### src/rtl/pipeline_skid_stage.sv
// Two-entry pipeline stage (main + skid register) whose in_ready depends only on registered state.
// Optional stall statistics are enabled by defining PIPELINE_SKID_STAGE_STATS_EN.
module pipeline_skid_stage #(
    parameter int unsigned DATA_W  = 16,
    parameter int unsigned INSTR_W = 16,
    parameter int unsigned COUNT_W = 16
) (
    input  logic               clk,
    input  logic               reset,
    input  logic               flush,
    input  logic               in_valid,
    output logic               in_ready,
    input  logic               in_done,
    input  logic               in_is_dependent,
    input  logic [DATA_W-1:0]  in_result,
    input  logic [INSTR_W-1:0] in_instr,
    output logic               out_valid,
    input  logic               out_ready,
    output logic               out_done,
    output logic               out_is_dependent,
    output logic [DATA_W-1:0]  out_result,
    output logic [INSTR_W-1:0] out_instr,
    output logic               fwd_valid,
    output logic [DATA_W-1:0]  fwd_result,
    output logic [COUNT_W-1:0] stall_count
);

    localparam int unsigned PAY_W = 2 + DATA_W + INSTR_W;

    localparam logic [1:0] EMPTY = 2'd0;
    localparam logic [1:0] ONE   = 2'd1;
    localparam logic [1:0] FULL  = 2'd2;

    logic [1:0]       state_q, state_d;
    logic [PAY_W-1:0] main_q, main_d;
    logic [PAY_W-1:0] skid_q, skid_d;
    logic [PAY_W-1:0] in_word;
    logic             accept;
    logic             deliver;

    assign in_word  = {in_done, in_is_dependent, in_result, in_instr};
    assign in_ready = (state_q != FULL);
    assign out_valid = (state_q != EMPTY);
    assign accept   = in_valid && in_ready;
    assign deliver  = out_valid && out_ready;

    assign {out_done, out_is_dependent, out_result, out_instr} = main_q;

    assign fwd_valid  = out_valid && out_done && out_is_dependent;
    assign fwd_result = fwd_valid ? out_result : '0;

    always_comb begin
        state_d = state_q;
        main_d  = main_q;
        skid_d  = skid_q;
        if (flush) begin
            state_d = EMPTY;
            main_d  = '0;
            skid_d  = '0;
        end else begin
            case (state_q)
                EMPTY: begin
                    if (accept) begin
                        main_d  = in_word;
                        state_d = ONE;
                    end
                end
                ONE: begin
                    if (accept && deliver) begin
                        main_d = in_word;
                    end else if (accept) begin
                        skid_d  = in_word;
                        state_d = FULL;
                    end else if (deliver) begin
                        state_d = EMPTY;
                    end
                end
                FULL: begin
                    // in_ready is low here, so only a delivery can move data.
                    if (deliver) begin
                        main_d  = skid_q;
                        skid_d  = '0;
                        state_d = ONE;
                    end
                end
                default: begin
                    state_d = EMPTY;
                    main_d  = '0;
                    skid_d  = '0;
                end
            endcase
        end
    end

    always_ff @(posedge clk or negedge reset) begin
        if (!reset) begin
            state_q <= EMPTY;
            main_q  <= '0;
            skid_q  <= '0;
        end else begin
            state_q <= state_d;
            main_q  <= main_d;
            skid_q  <= skid_d;
        end
    end

`ifdef PIPELINE_SKID_STAGE_STATS_EN
    localparam logic [COUNT_W-1:0] CNT_INC = {{(COUNT_W-1){1'b0}}, 1'b1};

    logic [COUNT_W-1:0] stall_q;

    always_ff @(posedge clk or negedge reset) begin
        if (!reset) begin
            stall_q <= '0;
        end else if (flush) begin
            stall_q <= '0;
        end else if (out_valid && !out_ready && (stall_q != '1)) begin
            stall_q <= stall_q + CNT_INC;
        end
    end

    assign stall_count = stall_q;
`else
    assign stall_count = '0;
`endif

endmodule

### config.mk
export PLATFORM = sky130hd
export DESIGN_NAME = pipeline_skid_stage
export DESIGN_NICKNAME = d
export VERILOG_FILES = /design/src/rtl/pipeline_skid_stage.sv
export SDC_FILE = /design/constraint.sdc
export NUM_CORES = 1
export LEC_CHECK = 0
export CAP_MARGIN = 20
export CORE_AREA = 2 2 87 89
export DETAILED_ROUTE_END_ITERATION = 8
export DIE_AREA = 0 0 89 91
export GPL_TIMING_DRIVEN = 0
export MAX_ROUTING_LAYER = met4
export PLACE_DENSITY_LB_ADDON = 0.08
export REMOVE_ABC_BUFFERS = 1
export SLEW_MARGIN = 15
export SYNTH_ARGS = -nofsm -noshare
export SYNTH_HDL_FRONTEND = slang
export SYNTH_SLANG_ARGS = --single-unit
export TNS_END_PERCENT = 30
### constraint.sdc
create_clock -name clk -period 2.85 [get_ports clk]
set_input_delay 0.57 -clock clk [delete_from_list [all_inputs] [get_ports clk]]
set_output_delay 0.57 -clock clk [all_outputs]
set_load 0.02 [all_outputs]
==> results of run 1 <==
[placed cells by master (no fill, tap or decap), types with 2 or more instances in the layout]
cell	count
buf_8	2
o221ai_2	30
conb_1	16
clkinv_2	3
dfrtp_1	69
bufinv_16	2
nor2b_1	2
inv_1	34
buf_12	3
o221ai_1	4
nand2_1	70
and2_1	16
clkbuf_8	9
a32o_1	34
clkdlybuf4s50_1	90
[sequential cells by signal (all words and copies together), names as in the netlist]
register  flops
main_q       34
state_q       2
skid_q       34
[cells by family (layout without fill, tap and decap cells)]
logic type	after synthesis	count (layout)	share of synthesized area [%]
simple gates	96	96	12.8
buf+inv	78	146	12.3
compound gates	74	74	24.9
flops	70	70	49.8
other cells	1	16	0.107
[worst max path at each step]
stage	from	endpoint	slack, ps	depth (start not counted)
finish	state_q[1]	fwd_result[14]	130	4
CTS	state_q[1]	fwd_result[14]	20	4
global placement	reset	main_q[31]	-1290	1
floorplan	in_valid	main_q[0]	650	3
detailed placement	state_q[1]	fwd_result[14]	220	4
global route	state_q[0]	fwd_result[4]	30	4
[through the flow]
step	worst slack (ps)	hold WS (ps)	utilization (%)	area (µm²)
final	132	155	64.6	4610
after global routing	30.0	179	64.6	4610
after CTS	19.8	164	64.3	4590
after detailed placement	222	470	61.4	4380
after global placement	-1290	461	60.3	4310
after floorplan	646	274	-	3270
[worst register-to-register path, cell delays in order (launching register included)]
cell and delay (ps):
dfrtp_2 490, nor2b_1 240, nand2_2 630, o221ai_1 440
[layout make-up]
type	count	share of cell area [%]
Timing Repair Buffer	96	21.7
Sequential cell	70	38.0
Inverter	35	2.85
Multi-Input combinational cell	186	30.4
Tap cell	99	2.69
Clock inverter	5	1.63
Clock buffer	10	2.77
[cell usage after synthesis (all sizes together)]
master and number:
or3 1, a211oi 1, nor3b 1, and3 1, o31ai 1, nor2b 2
conb 1, o32a 1, buf 37, and2 16, clkbuf 6, o221ai 34
a32o 34, a21oi 1, nand2 71, nand2b 2, dfrtp 70, or2 1
a211o 1, and4bb 1, inv 35, o21a 1
[timing repair]
action / 4_1_cts / 5_1_grt
gates cloned: 0 / 0
pin swaps: 0 / 0
setup endpoints to repair: 17 / 16
resized for setup: 1 / 1
hold buffers: 0 / 0
[power breakdown]
part	leakage, µW	switching (µW)	total, µW	internal, µW
combinational	0.000844	225	398	173
sequential	0.000951	29.6	1070	1040
clock	0.000106	370	854	484
total	0.00190	624	2320	1690
[metal layers]
metal	vias to the layer above	part of all wire, %	GRT usage [%]
met5	-	0	-
met4	0	0.78	7.09
met3	6	5.9	3.91
met2	83	49	33.3
met1	1348	44	28.6
li1	1261	-	-
==> flow_metrics.tcl, run 1 <==
set metrics [dict create \
    drive_gt1_share_pct 14.7 \
    p_leak_uw 0.00190 \
    worst_pin_slew_ps 1080 \
    num_antenna_cells 0 \
    power_density_nw_per_um2 503 \
    avgSynthCellArea_um2 11.0 \
    timing.slew.headroom_pct 28.1 \
    yosysWarnings 0 \
    critPathMaxStageDelay_ps 540 \
    core_um2 7140 \
    fp.dieArea_um2 8100 \
    finClkSkew_ps 5.53 \
    cp-end-kind "output port" \
    multi_input_area_um2 1400 \
    routedWlPerCell_um 15.6 \
    yosysTopAreaCell "dfrtp_1" \
    cp_slowest_cell "clkdlybuf4s50_1" \
    fin_crit_ps 2720 \
    ff2ff_setup_slack_ps 940 \
    power.total_uw 2320 \
    fill_cells 589 \
    hold_viol 0 \
    critPathTopFamily "simple AND/OR/NAND/NOR gates" \
    globalplace.congestion 0.699 \
    io_buffers 91 \
    slew_violations 0 \
    reg2reg_from "state_q[1]" \
    seq_area_frac_synth_pct 49.8 \
    max-cap-violations 0 \
    finalNonFillerCells 501 \
    avgViaCountPerCell 5.39 \
    htree_levels 3 \
    synth_top_area_share_pct 49.8 \
    clk_latency_ps 340 \
    grt_max_degree 69 \
    status "finished clean" \
    synth_area_um2 3520 \
    std_cell_rows 31 \
    dr.first_iter.drc_count 131 \
    worst_ep_arrival_time_ps 2150 \
    nNetsFinal 437 \
    initial_core_util_pct 49.3 \
    wl_mm 7.80 \
    antenna_found_initial 0 \
    setup_tns_ps 0 \
    crit_type "reg2out" \
    ir_drop_uv 313 \
    cts.sinks 70 \
    ff_latch_area_um2 1750 \
    cts_tree "built" \
    ant_nets 0 \
    dr.pass1.iters 4 \
    worstPathCellList "or2_1 -> and3_2 -> and2_1 -> clkdlybuf4s50_1" \
    routed-via-count 2698 \
    reg2reg_depth 3 \
    rsz0062_at_grt "false" \
    grt_overflow 0 \
    crit_required_ps 2280 \
    numCtsBuffers 9 \
    synthTopCellsByArea "dfrtp_1 (50%), o221ai_2 (13%), a32o_1 (9.7%)" \
    worstReg2RegEnd "main_q[27]" \
    die_y_um 91 \
    report.final.setup_viol 0 \
    cts_max_path_buffers 2 \
    fin_crit_sh_pct 95.4 \
    synth_cells 319 \
    fmax_mhz 368 \
    areaGrowthSynthToFinish_pct 31.0 \
    path_buf_inv 1 \
    hold_path.class "in2async" \
    hpwl_mm 4.87 \
    start_kind "register" \
    drc 0 \
    path_clk_slew_ps 80 \
    root_buffer "clkbuf_8" \
    io_pins 108 \
    gr-usage-all-layers_pct 21.5 \
    synthDistinctLibCells 30 \
    dp_cells 485 \
    synth_seq_cells 70 \
    crit_fanout 17 \
    grt_pass1_wl_mm 13.2 \
    die_w_um 89 \
    post_cts_buffers 0 \
    grt_pass1_vias 2651 \
]
Note: power is estimated with default switching activity, not from simulation.
==> run 2: changes to the inputs <==
Settings changed: CORE_AREA 2 2 87 89 to 2 2 95 97, DIE_AREA 0 0 89 91 to 0 0 97 99.
Clock period 2.85 ns to 2.5 ns, I/O delays scaled along.
==> run 2 against run 1 <==
  * Power up 16%
  * Combinational power rose by 16%
  * Non-clock buffer count rose by 2
  * Design area up 0.71%
  * Sequential share of layout area fell by 0.24 points
  * Via count fell by 1.7%
  * Critical endpoint is now fwd_valid
  * Largest power group unchanged
==> flow_metrics.tcl, run 2 (synthesized netlist as in run 1, its figures left out) <==
set metrics [dict create \
    status "finished clean" \
    io_buffers 91 \
    grt_pass1_wl_mm 13.7 \
    globalplace.congestion 0.733 \
    hold_path.class "in2async" \
    drive_gt1_share_pct 15.3 \
    path_clk_slew_ps 70 \
    nNetsFinal 439 \
    cts.sinks 70 \
    numCtsBuffers 9 \
    place_area_um2 4420 \
    core_um2 8550 \
    finalNonFillerCells 513 \
    timing.slew.headroom_pct 38.4 \
    fill_cells 771 \
    areaGrowthSynthToFinish_pct 31.9 \
    crit_type "reg2out" \
    std_cell_rows 34 \
    htree_levels 3 \
    dr.pass1.iters 4 \
    finClkSkew_ps 5.61 \
    start_kind "register" \
    grt_overflow 0 \
    met3_length_um 389 \
    top_layer_used "met4" \
    cts_max_path_buffers 2 \
    ant_nets 0 \
    ff2ff_setup_slack_ps 790 \
    hold_viol 0 \
    crit_required_ps 2000 \
    report.final.setup_viol 0 \
    wl_met1_mm 3.72 \
    antenna_found_initial 0 \
    holdWs_ps 120 \
    root_buffer "clkbuf_8" \
    worst_ep_arrival_time_ps 1920 \
    crit_path_start "state_q[1]" \
    dp_cells 496 \
    design_area_um2 4640 \
    route.met2.wl_mm 3.89 \
    fmax_mhz 413 \
    cp-end-kind "output port" \
    cts_tree "built" \
    layout_commonest_cell "clkdlybuf4s50_1" \
    routed-via-count 2652 \
    fin_crit_ps 2420 \
    slew_violations 0 \
    post_cts_buffers 0 \
    cts_hold_buf 0 \
    grt_max_degree 69 \
    ir_drop_uv 321 \
    crit_fanout 17 \
    drc 0 \
    hpwl_mm 5.02 \
    max-cap-violations 0 \
    top_regs "main_q x34, skid_q x34, state_q x2" \
    clk_latency_ps 340 \
    gr-usage-all-layers_pct 18.3 \
    rsz0062_at_grt "false" \
    power_density_nw_per_um2 579 \
    die_w_um 97 \
    grt_pass1_vias 2635 \
    num_antenna_cells 0 \
    dr.first_iter.drc_count 121 \
    initial_core_util_pct 41.1 \
    reg2reg_from "state_q[1]" \
    routedWlPerCell_um 15.8 \
    wl_mm 8.09 \
    avgViaCountPerCell 5.17 \
    fin_crit_sh_pct 96.8 \
    final_cell_mix "clkdlybuf4s50_1 (74), nand2_1 (70), dfrtp_1 (68)" \
    die_y_um 99 \
    worst_pin_slew_ps 923 \
    p_leak_uw 0.00199 \
    utilization_pct 54.3 \
    fp.dieArea_um2 9600 \
    io_pins 108 \
]
-- run 2: layer usage --
metal | GRT usage, % | vias up
li1 | - | 1256
met1 | 23.7 | 1306
met2 | 29.3 | 81
met3 | 2.84 | 9
met4 | 6.83 | 0
met5 | - | -
-- run 2: cell type report --
type                    count  area [µm²]  area share, %
repair buffers             98        1000           21.6
clock buffers              12         145           3.13
multi-input cells         186        1400           30.2
flip-flops and latches     70        1750           37.8
clock inverters             4        70.1           1.51
inverters                  35         133           2.86
well taps                 108         135           2.91
-- run 2: critical path, cell delays in order, from the launching register on --
cell and delay [ps]:
dfrtp_2 490, or2_1 160, and3_4 290, clkdlybuf4s50_1 630
-- run 2: worst paths after layout --
path / to / depth (start not counted)
worst max-delay path: fwd_valid / 3
worst min-delay path: main_q[9] / 1
worst max register to register: main_q[27] / 4
worst min register to register: main_q[16] / 2
max in group asynchronous: main_q[27] / 2
min in group clk: main_q[16] / 2
-- run 2: through the flow --
| step | power, µW | TNS, ps | setup slack [ps] |
|---|---|---|---|
| after floorplan | 1460 | 0 | 366 |
| after global placement | 1670 | -180180 | -1710 |
| after detailed placement | 1700 | -530 | -45.9 |
| after CTS | 2720 | 0 | 56.8 |
| after global routing | 2810 | 0 | 12.3 |
| final | 2690 | 0 | 80.7 |
-- run 2: what timing repair did --
item | in CTS | in global routing
resized for setup | 19 | 1
gates cloned | 0 | 0
pin swaps | 0 | 0
endpoints found under the setup margin | 17 | 1
-- run 2: where the power goes --
part	internal, µW	total (µW)	leakage [µW]	switching, µW
sequential	1180	1220	0.000950	34.1
combinational	203	461	0.000933	258
clock	587	1010	0.000110	421
total	1970	2690	0.00199	713
